==> src/rtl/ntt_iter_if.sv <==
// Streaming handshake bundle for the ntt_iter engine: coefficient input,
// result output and status. The engine takes the slave modport.
interface ntt_iter_if #(
    parameter int W = 8
);
    logic         in_valid;
    logic         in_ready;
    logic [W-1:0] in_data;
    logic         out_valid;
    logic         out_ready;
    logic [W-1:0] out_data;
    logic         busy;
    logic         done;

    modport slave (
        input  in_valid, in_data, out_ready,
        output in_ready, out_valid, out_data, busy, done
    );

    modport master (
        output in_valid, in_data, out_ready,
        input  in_ready, out_valid, out_data, busy, done
    );
endinterface

==> src/rtl/ntt_iter.sv <==
// Iterative radix-2 NTT over Z_Q: bit-reversed load, one butterfly per cycle,
// natural-order unload. Define NTT_ITER_INTT_EN to add the inverse transform (inv port).
module ntt_iter #(
    parameter int N         = 8,
    parameter int W         = 8,
    parameter int Q         = 17,
`ifdef NTT_ITER_INTT_EN
    parameter int OMEGA_INV = 9,
    parameter int N_INV     = 15,
`endif
    parameter int OMEGA     = 2
) (
    input  logic      clk,
    input  logic      rst,
`ifdef NTT_ITER_INTT_EN
    input  logic      inv,
`endif
    ntt_iter_if.slave bus
);
    localparam int LOGN = $clog2(N);
    localparam int TWB  = (LOGN > 1) ? LOGN - 1 : 1;
    localparam int TWN  = 1 << TWB;
    localparam logic [W-1:0]   QW  = W'(Q);
    localparam logic [W:0]     QW1 = (W+1)'(Q);
    localparam logic [2*W-1:0] Q2  = (2*W)'(Q);

    generate
        if (N < 2 || (N & (N - 1)) != 0) begin : g_err_n
            $error("ntt_iter: N must be a power of two >= 2");
        end
        if (Q >= (1 << W)) begin : g_err_q
            $error("ntt_iter: Q must be smaller than 2^W");
        end
    endgenerate

    function automatic logic [W-1:0] pow_mod(input int base, input int e);
        longint r;
        r = 1;
        for (int i = 0; i < e; i++) r = (r * longint'(base)) % longint'(Q);
        return W'(r);
    endfunction

    function automatic logic [LOGN-1:0] bitrev(input logic [LOGN-1:0] x);
        logic [LOGN-1:0] y;
        for (int i = 0; i < LOGN; i++) y[i] = x[LOGN-1-i];
        return y;
    endfunction

    typedef enum logic [1:0] {S_IDLE, S_LOAD, S_COMPUTE, S_UNLOAD} state_t;

    state_t          r_state, w_state_next;
    logic [W-1:0]    r_mem [N];
    logic [LOGN-1:0] r_cnt;
    logic [LOGN-1:0] r_bfly;
    logic [4:0]      r_stage;
    logic [LOGN-1:0] r_k;
    logic            r_in_ready;
    logic            r_out_valid;
    logic [W-1:0]    r_out_data;
    logic            r_inv;

    logic            w_in_fire, w_out_fire, w_last_in, w_last_bfly, w_last_out;
    logic [LOGN-1:0] w_mask, w_j, w_lo, w_hi, w_rd_addr;
    logic [TWB-1:0]  w_tw_idx;
    logic [W-1:0]    w_t, w_u, w_v, w_tv, w_sum_r, w_dif_r, w_rd, w_out_val;
    logic [2*W-1:0]  w_prod;
    logic [W:0]      w_sum, w_dif;
    logic [W-1:0]    w_tw_fwd [TWN];
    logic [W-1:0]    w_tw_inv [TWN];

    // Twiddle tables are pure constants: OMEGA^i mod Q for i < N/2
    genvar gi;
    generate
        for (gi = 0; gi < TWN; gi++) begin : g_tw
            localparam logic [W-1:0] TW_F = pow_mod(OMEGA, gi);
`ifdef NTT_ITER_INTT_EN
            localparam logic [W-1:0] TW_I = pow_mod(OMEGA_INV, gi);
`else
            localparam logic [W-1:0] TW_I = TW_F;
`endif
            assign w_tw_fwd[gi] = TW_F;
            assign w_tw_inv[gi] = TW_I;
        end
    endgenerate

    assign w_in_fire   = bus.in_valid & r_in_ready;
    assign w_out_fire  = r_out_valid & bus.out_ready;
    assign w_last_in   = (r_cnt == LOGN'(N - 1));
    assign w_last_bfly = (r_bfly == LOGN'(N / 2 - 1)) && (r_stage == 5'(LOGN - 1));
    assign w_last_out  = w_out_fire && (r_k == LOGN'(N - 1));

    assign bus.in_ready  = r_in_ready;
    assign bus.out_valid = r_out_valid;
    assign bus.out_data  = r_out_data;
    assign bus.busy      = (r_state != S_IDLE);
    assign bus.done      = w_last_out;

    always_ff @(posedge clk or posedge rst) begin
        if (rst) r_state <= S_IDLE;
        else     r_state <= w_state_next;
    end

    always_comb begin
        w_state_next = r_state;
        case (r_state)
            S_IDLE:    if (w_in_fire) w_state_next = S_LOAD;
            S_LOAD:    if (w_in_fire && w_last_in) w_state_next = S_COMPUTE;
            S_COMPUTE: if (w_last_bfly) w_state_next = S_UNLOAD;
            S_UNLOAD:  if (w_last_out) w_state_next = S_IDLE;
            default:   w_state_next = S_IDLE;
        endcase
    end

    // Butterfly b of stage s: group base = (b >> s) << (s+1), offset j = b mod 2^s
    always_comb begin
        w_mask   = (LOGN'(1) << r_stage) - LOGN'(1);
        w_j      = r_bfly & w_mask;
        w_lo     = ((r_bfly >> r_stage) << (r_stage + 5'd1)) | w_j;
        w_hi     = w_lo | (LOGN'(1) << r_stage);
        w_tw_idx = TWB'(w_j << (5'(LOGN - 1) - r_stage));
        w_t      = r_inv ? w_tw_inv[w_tw_idx] : w_tw_fwd[w_tw_idx];
        w_u      = r_mem[w_lo];
        w_v      = r_mem[w_hi];
        w_prod   = {{W{1'b0}}, w_t} * {{W{1'b0}}, w_v};
        w_tv     = W'(w_prod % Q2);
        w_sum    = {1'b0, w_u} + {1'b0, w_tv};
        w_dif    = {1'b0, w_u} + QW1 - {1'b0, w_tv};
        w_sum_r  = (w_sum >= QW1) ? W'(w_sum - QW1) : W'(w_sum);
        w_dif_r  = (w_dif >= QW1) ? W'(w_dif - QW1) : W'(w_dif);
    end

    // First UNLOAD cycle fetches M[0]; each transfer then prefetches M[k+1]
    assign w_rd_addr = r_out_valid ? (r_k + LOGN'(1)) : '0;
    assign w_rd      = r_mem[w_rd_addr];

`ifdef NTT_ITER_INTT_EN
    localparam logic [2*W-1:0] NINV_W = (2*W)'(N_INV);
    logic [2*W-1:0] w_scaled;
    assign w_scaled  = ({{W{1'b0}}, w_rd} * NINV_W) % Q2;
    assign w_out_val = r_inv ? W'(w_scaled) : w_rd;
`else
    assign w_out_val = w_rd;
`endif

    always_ff @(posedge clk) begin
        if (w_in_fire) r_mem[bitrev(r_cnt)] <= W'(bus.in_data % QW);
        if (r_state == S_COMPUTE) begin
            r_mem[w_lo] <= w_sum_r;
            r_mem[w_hi] <= w_dif_r;
        end
    end

    always_ff @(posedge clk or posedge rst) begin
        if (rst) begin
            r_cnt       <= '0;
            r_bfly      <= '0;
            r_stage     <= '0;
            r_k         <= '0;
            r_in_ready  <= 1'b0;
            r_out_valid <= 1'b0;
            r_out_data  <= '0;
            r_inv       <= 1'b0;
        end else begin
            r_in_ready <= (w_state_next == S_IDLE) || (w_state_next == S_LOAD);
            if (w_in_fire) r_cnt <= w_last_in ? '0 : r_cnt + LOGN'(1);
`ifdef NTT_ITER_INTT_EN
            if (w_in_fire && r_state == S_IDLE) r_inv <= inv;
`endif
            if (r_state == S_COMPUTE) begin
                if (r_bfly == LOGN'(N / 2 - 1)) begin
                    r_bfly  <= '0;
                    r_stage <= (r_stage == 5'(LOGN - 1)) ? 5'd0 : r_stage + 5'd1;
                end else begin
                    r_bfly <= r_bfly + LOGN'(1);
                end
            end
            if (r_state == S_UNLOAD) begin
                if (!r_out_valid) begin
                    r_out_valid <= 1'b1;
                    r_out_data  <= w_out_val;
                    r_k         <= '0;
                end else if (w_out_fire) begin
                    if (r_k == LOGN'(N - 1)) begin
                        r_out_valid <= 1'b0;
                        r_k         <= '0;
                    end else begin
                        r_k        <= r_k + LOGN'(1);
                        r_out_data <= w_out_val;
                    end
                end
            end
        end
    end
endmodule

==> src/flat_wrapper.sv <==
// flat-port wrapper written by rule: the top's interface ports become plain ports
module ntt_iter_flat 
#(
    parameter int N         = 8,
    parameter int W         = 8,
    parameter int Q         = 17,

    parameter int OMEGA     = 2
)
  (clk, rst, bus_in_valid, bus_in_data, bus_out_ready, bus_in_ready, bus_out_valid, bus_out_data, bus_busy, bus_done);
  ntt_iter_if #(.W(W)) bus_i ();
  input  logic clk;
  input  logic rst;
  input wire logic [$bits(bus_i.in_valid)-1:0] bus_in_valid;
  input wire logic [$bits(bus_i.in_data)-1:0] bus_in_data;
  input wire logic [$bits(bus_i.out_ready)-1:0] bus_out_ready;
  output wire logic [$bits(bus_i.in_ready)-1:0] bus_in_ready;
  output wire logic [$bits(bus_i.out_valid)-1:0] bus_out_valid;
  output wire logic [$bits(bus_i.out_data)-1:0] bus_out_data;
  output wire logic [$bits(bus_i.busy)-1:0] bus_busy;
  output wire logic [$bits(bus_i.done)-1:0] bus_done;
  assign bus_i.in_valid = bus_in_valid;
  assign bus_i.in_data = bus_in_data;
  assign bus_i.out_ready = bus_out_ready;
  assign bus_in_ready = bus_i.in_ready;
  assign bus_out_valid = bus_i.out_valid;
  assign bus_out_data = bus_i.out_data;
  assign bus_busy = bus_i.busy;
  assign bus_done = bus_i.done;
  ntt_iter #(.N(N), .W(W), .Q(Q), .OMEGA(OMEGA)) u_core (.clk(clk), .rst(rst), .bus(bus_i));
endmodule
==> config.mk <==
export PLATFORM = sky130hd
export DESIGN_NAME = ntt_iter_flat
export DESIGN_NICKNAME = d
export VERILOG_FILES = /design/src/rtl/ntt_iter_if.sv /design/src/rtl/ntt_iter.sv /design/src/flat_wrapper.sv
export SDC_FILE = /design/constraint.sdc
export NUM_CORES = 1
export LEC_CHECK = 0
export ABC_AREA = 1
export BUFFER_PORTS_ARGS = -buffer_cell sky130_fd_sc_hd__buf_2
export CAP_MARGIN = 20
export CORE_MARGIN = 8
export CORE_UTILIZATION = 65
export CTS_BUF_LIST = sky130_fd_sc_hd__clkbuf_4 sky130_fd_sc_hd__clkbuf_8
export CTS_CLUSTER_DIAMETER = 100
export CTS_CLUSTER_SIZE = 14
export DETAILED_ROUTE_END_ITERATION = 12
export PLACE_DENSITY = 0.82
export RECOVER_POWER = 50
export SLEW_MARGIN = 20
export SYNTH_ARGS = -nofsm -noshare
export SYNTH_HDL_FRONTEND = slang
export SYNTH_SLANG_ARGS = --single-unit
export TNS_END_PERCENT = 20
==> constraint.sdc <==
create_clock -name clk -period 18.77 [get_ports clk]
set_input_delay 2.8155 -clock clk [delete_from_list [all_inputs] [get_ports clk]]
set_output_delay 2.8155 -clock clk [all_outputs]
set_load 0.01 [all_outputs]
Word level (Yosys, flattened, before mapping)
Memories as Yosys holds them, arrays and structs flattened.
Cells that the tools add are included.
{"block": "classes", "add_sub_neg": 11, "multipliers": 1, "div_mod_pow": 2, "order_cmp": 3, "n_eq_ne": 10, "n_shift": 4, "muxes": 27, "bitwise": 6, "reduce_logical": 10}
{"operator": "2-to-1 mux 8 bit", "n": 7}
{"operator": ">= comparator 9 x 5 -> 1 bit, second input constant", "n": 2}
{"operator": "2-to-1 mux 3 bit", "n": 6}
{"operator": "binary-select mux 8 bit (select 2 bit)", "n": 1}
{"operator": "modulo 16 x 5 -> 16 bit, second input constant", "n": 1}
{"operator": "multiplier 8 x 8 -> 16 bit", "n": 1}
{"operator": "subtractor 8 x 5 -> 8 bit, second input constant", "n": 2}
{"operator": "adder 3 x 1 -> 3 bit, second input constant", "n": 3}
{"operator": "adder 8 x 5 -> 9 bit, second input constant", "n": 1}
{"operator": "adder 8 x 8 -> 9 bit", "n": 1}
{"operator": "subtractor 9 x 8 -> 9 bit", "n": 1}
{"operator": "modulo 8 x 5 -> 8 bit, second input constant", "n": 1}
{"operator": "2-to-1 mux 2 bit", "n": 4}
{"operator": "one-hot mux 2 bit (4 select lines)", "n": 1}
{"operator": "2-to-1 mux 1 bit", "n": 7}
{"operator": "== test 3 bit, second input constant", "n": 2}
{"operator": "OR 3 bit", "n": 2}
{"operator": "adder 5 x 1 -> 5 bit, second input constant", "n": 1}
{"operator": "== test 5 x 2 -> 1 bit, second input constant", "n": 1}
{"operator": "2-to-1 mux 5 bit", "n": 1}
{"operator": "left shift 1 x 5 -> 3 bit, first input constant", "n": 1}
{"operator": "left shift 3 x 5 -> 2 bit", "n": 1}
{"operator": "left shift 3 x 5 -> 3 bit", "n": 1}
{"operator": "right shift 3 x 5 -> 3 bit", "n": 1}
{"operator": "other kinds (16)", "n": 24}
{"block": "totals", "ff_bits": 26, "latchBits": 0, "ram_bits": 64, "romBits": 0, "in_bits": 12, "output_inout_bits": 12, "elab_cells": 83, "mem_count": 1}
{"memory": "u_core.r_mem", "depth": 8, "word_bits": 8, "rd": 3, "rd_ports_with_merged_regs": 0, "wr": 3, "line": "ntt_iter.sv:52", "text": "logic [W-1:0] r_mem [N];"}

Depth between registers and ports, before layout
{"block": "depth", "word_depth": 13, "ltp_mapped": 111, "mapped_depth_nobuf": 109}

Worst setup path after synthesis
Ideal clock, no wire load.
{"block": "synth_timing", "path_kind": "register to register", "startpoint": "register u_core.r_stage[3]", "endpoint": "memory u_core.r_mem[1][1] (data pin)", "setup_ps": 274, "t_arrival_ps": 13210, "required_time_ps": 18496, "path_slack_ps": 5286, "stages_incl_launch_ff": 100, "n_path_buf": 3, "synth_period_minus_slack_ps": 13484, "path_cell_list": "dfrtp_1 clkbuf_1 nor2_1 nand2_1 nor2_1 inv_1 ha_1 xnor2_1 o21ai_0 a31oi_1 inv_1 nor2_1 inv_1 nor2_1 inv_1 clkbuf_1 o21ai_0 nor3_1 (+64 left out) nand2_1 inv_1 ha_1 inv_1 ha_1 a21oi_1 and2_1 inv_1 a21oi_1 inv_1 a21oi_1 xor2_1 nand3_1 nor3_1 nand3_1 clkbuf_1 a21oi_1 o22ai_1"}
{"item": "start, declared", "line": "ntt_iter.sv:55", "text": "logic [4:0] r_stage;"}
{"item": "start signal, assigned", "line": "ntt_iter.sv:172", "text": "r_stage <= (r_stage == 5'(LOGN - 1)) ? 5'd0 : r_stage + 5'd1;"}
{"item": "end, declared", "line": "ntt_iter.sv:52"}

==> reports/summary.txt <==
Outcome - complete, but fails checks
Failing checks - capacitance limit, slew limit
Most common cell in the netlist - nand2_1
Syn Std Cell Area - 10710 sq um
Yosys reg bits - 90
Sequential area share after synthesis - 24.02%
TritonCTS Sinks - 90
Async SR Flop Fraction - 28.89%
Drt first pass iters - 9
Met1 GRT Util - 39.16%
Total CTS buffers - 9
Number of synthesized flops with an enable pin - 64
Root buffer cell - clkbuf_8
Global Route met3 Usage - 5.150%
CP startpoint kind - flop
Antenna Cells - 0
Critical path's most frequent cell - nand2_1
Via density - 6.071
Top FF cell, synth - edfxtp_1
Worst-path clk slew - 0.10 ns
Final ANT Viol Nets - 0
Core area - 16350 sq um
Hold_buf cts - 0
Synth warn - 1
Reg2Reg Depth - 96
Fill count - 1513
Fin worst setup slack - 1.546 ns
Vias in the first global route - 10.22k
Met2 Usage GRT - 50.33%
CTS tree - done
Dpl ws - 2.078 ns
Cell Area, Placed - 10970 sq um
Number of library cell types mapped by synthesis - 50
Slew of the pin with the lowest slew margin - 1.572 ns
Syn nets - 1700
Adder and majority gate portion of the synthesized area - 12.43%
Remaining DRCs - 0
Die Area - 20840 sq um
Initial antenna violation count - 0
Global-route wire length before repair - 50460 microns
Routed WL - 31050 microns
Share of the synthesized area in the top cell type - 17.94%
Crit. End Element - flop
GPL Wtd Cong - 1.020
Compound-Gate Fraction of Synth Area - 19.81%
Clock Latency Late Sink - 0.38 ns
Max transition margin - -5.938%
Share of cells above drive strength 1 - 7.345%
Xor and xnor area share after synthesis - 4.568%
Initial DRC count - 1288
Grt ovf - 0
H-tree depth - 3
Final Critical Period - 17.22 ns
Area Overhead vs Synth - 4.100%
Top cells by count, synth - nand2_1, inv_1, nor2_1
Fin area - 11150 sq um
Setup Skew - 0.01501 ns
CTS max path bufs - 2
Worst R2R End - u_core.r_mem[0][6]
FMAX - 0.05806 GHz
Worst EP arrival - 17.31 ns
Post-DP HPWL - 24310 microns
Routed via count - 11.01k
Final Cycle Share - 91.76%
Global route hottest layer - met2
Final setup viols - 0
Port bufs - 23
Syn avg cell area - 6.736 sq um
Reg-to-reg critical path startpoint - u_core.r_stage[3]
Yosys top cell by area - edfxtp_1
Hold Vio Cnt, Final - 0
Synth Instances - 1590
Unrepaired setup endpoints after global routing - no
Initial Util - 65.51%
Fin nets - 1698
Slowest Stage Delay on Critical Path - 0.87 ns
Crit path max fanout - 18
Site row count - 47
Post-synthesis simple-gate area fraction - 28.03%
Max cap viols - 1
Mux cell area share after synthesis - 0.2804%
Finished Core Util - 68.20%
Ports - 24
CP startpoint - u_core.r_stage[3]
Main combinational cell family by area after synthesis - simple AND/OR/NAND/NOR gates
Cell depth of the worst hold path - 2
Slowest CP cell - nor2_1
Post-CTS Setup Inserts - 0
Largest net degree at the start of global routing - 37
Final Slew Violations - 9
Top cells by area, synth - edfxtp_1, ha_1, nand2_1
WS Path Type - reg -> reg
Die Width - 144.4 microns
Die Y - 144.4 microns
Wire per inst - 17.13 microns
Hold endpoint - u_core.r_k[1]
Hold Path Class - reg -> reg
GRT Util Overall - 30.51%
Post_cts resized - 0
Setup TNS - 0 ns
Min-delay src - u_core.r_k[1]
CP required - 18.86 ns
FF-to-FF setup slack - 1.55 ns
==> sequential cells by signal, summed over array words and instances (netlist names) <==
signal and count:
u_core.r_cnt 3, u_core.bus.out_data 8, u_core.bus.in_ready 1, u_core.r_mem 64, u_core.r_state 2, u_core.r_stage 5, u_core.r_k 3, u_core.r_bfly 3
u_core.bus.out_valid 1
==> placed cells by master (no fill, tap or decap), drive strengths merged, types with 3 or more instances in the layout <==
cell / n
a32o: 4
a211oi: 3
inv: 265
o211ai: 3
nand3b: 5
nor3: 18
a22oi: 7
clkinv: 9
a31oi: 15
or2: 17
nand3: 104
fa: 14
nand4: 20
xor2: 44
o22ai: 64
xnor2: 11
buf: 15
a21oi: 87
dfrtp: 26
o221ai: 17
nand2: 313
edfxtp: 64
clkbuf: 21
nor2: 191
mux2i: 3
ha: 84
o21ai: 158
==> how the worst max path moves through the flow <==
stage / endpoint / slack [ns] / cells past startpoint
3_3_place_gp: u_core.r_mem[0][6] / 2.89 / 97
2_1_floorplan: u_core.r_mem[1][1] / 5.29 / 99
4_1_cts: u_core.r_mem[0][6] / 2.05 / 97
5_1_grt: u_core.r_mem[0][6] / 0.02 / 97
6_report: u_core.r_mem[0][6] / 1.55 / 96
3_5_place_dp: u_core.r_mem[0][6] / 2.08 / 97
==> final cells by class <==
| class | instances | area [sq um] | area share, % |
|---|---|---|---|
| clock buffer | 9 | 123.9 | 1.111 |
| clock inverter | 7 | 70.07 | 0.6284 |
| inverter | 268 | 1006 | 9.023 |
| multi-input combinational | 1192 | 6974 | 62.55 |
| sequential | 90 | 2572 | 23.07 |
| tap | 220 | 275.3 | 2.469 |
| timing repair buffer | 27 | 127.6 | 1.145 |
==> cell families after synthesis <==
group | count (synthesis)
buffers and inverters | 308
muxes | 3
xor gates and xnor gates | 55
adders and majority gates | 98
AOI/OAI and AO/OA | 367
DFF | 90
and+or+nand+nor | 669
==> critical path: cells and delay by family (launching register included) <==
| kind | cells | cell delay, ns |
|---|---|---|
| buf+inv | 19 | 2.39 |
| simple gates | 57 | 7.88 |
| flops | 1 | 0.47 |
| fa+ha+maj | 9 | 3.24 |
| xor+xnor | 2 | 0.83 |
| compound gates | 9 | 2.12 |
==> per-stage QoR <==
stage	hold WS, ns	instances
after detailed placement	0.4860	1797
after floorplan	0.4557	1590
final	0.5123	1813
after CTS	0.5093	1813
after global placement	0.4779	1797
after global routing	0.5426	1813
==> per-layer routing <==
| metal | vias to the layer above | wire length, microns |
|---|---|---|
| met5 | - | 0 |
| met4 | 0 | 1153 |
| met3 | 117 | 3239 |
| met2 | 635 | 14330 |
| met1 | 4946 | 12330 |
| li1 | 5308 | - |
Power is left out: the tool's default activity adds up to more than one toggle a clock period on the data nets, which glitch-free logic cannot reach.
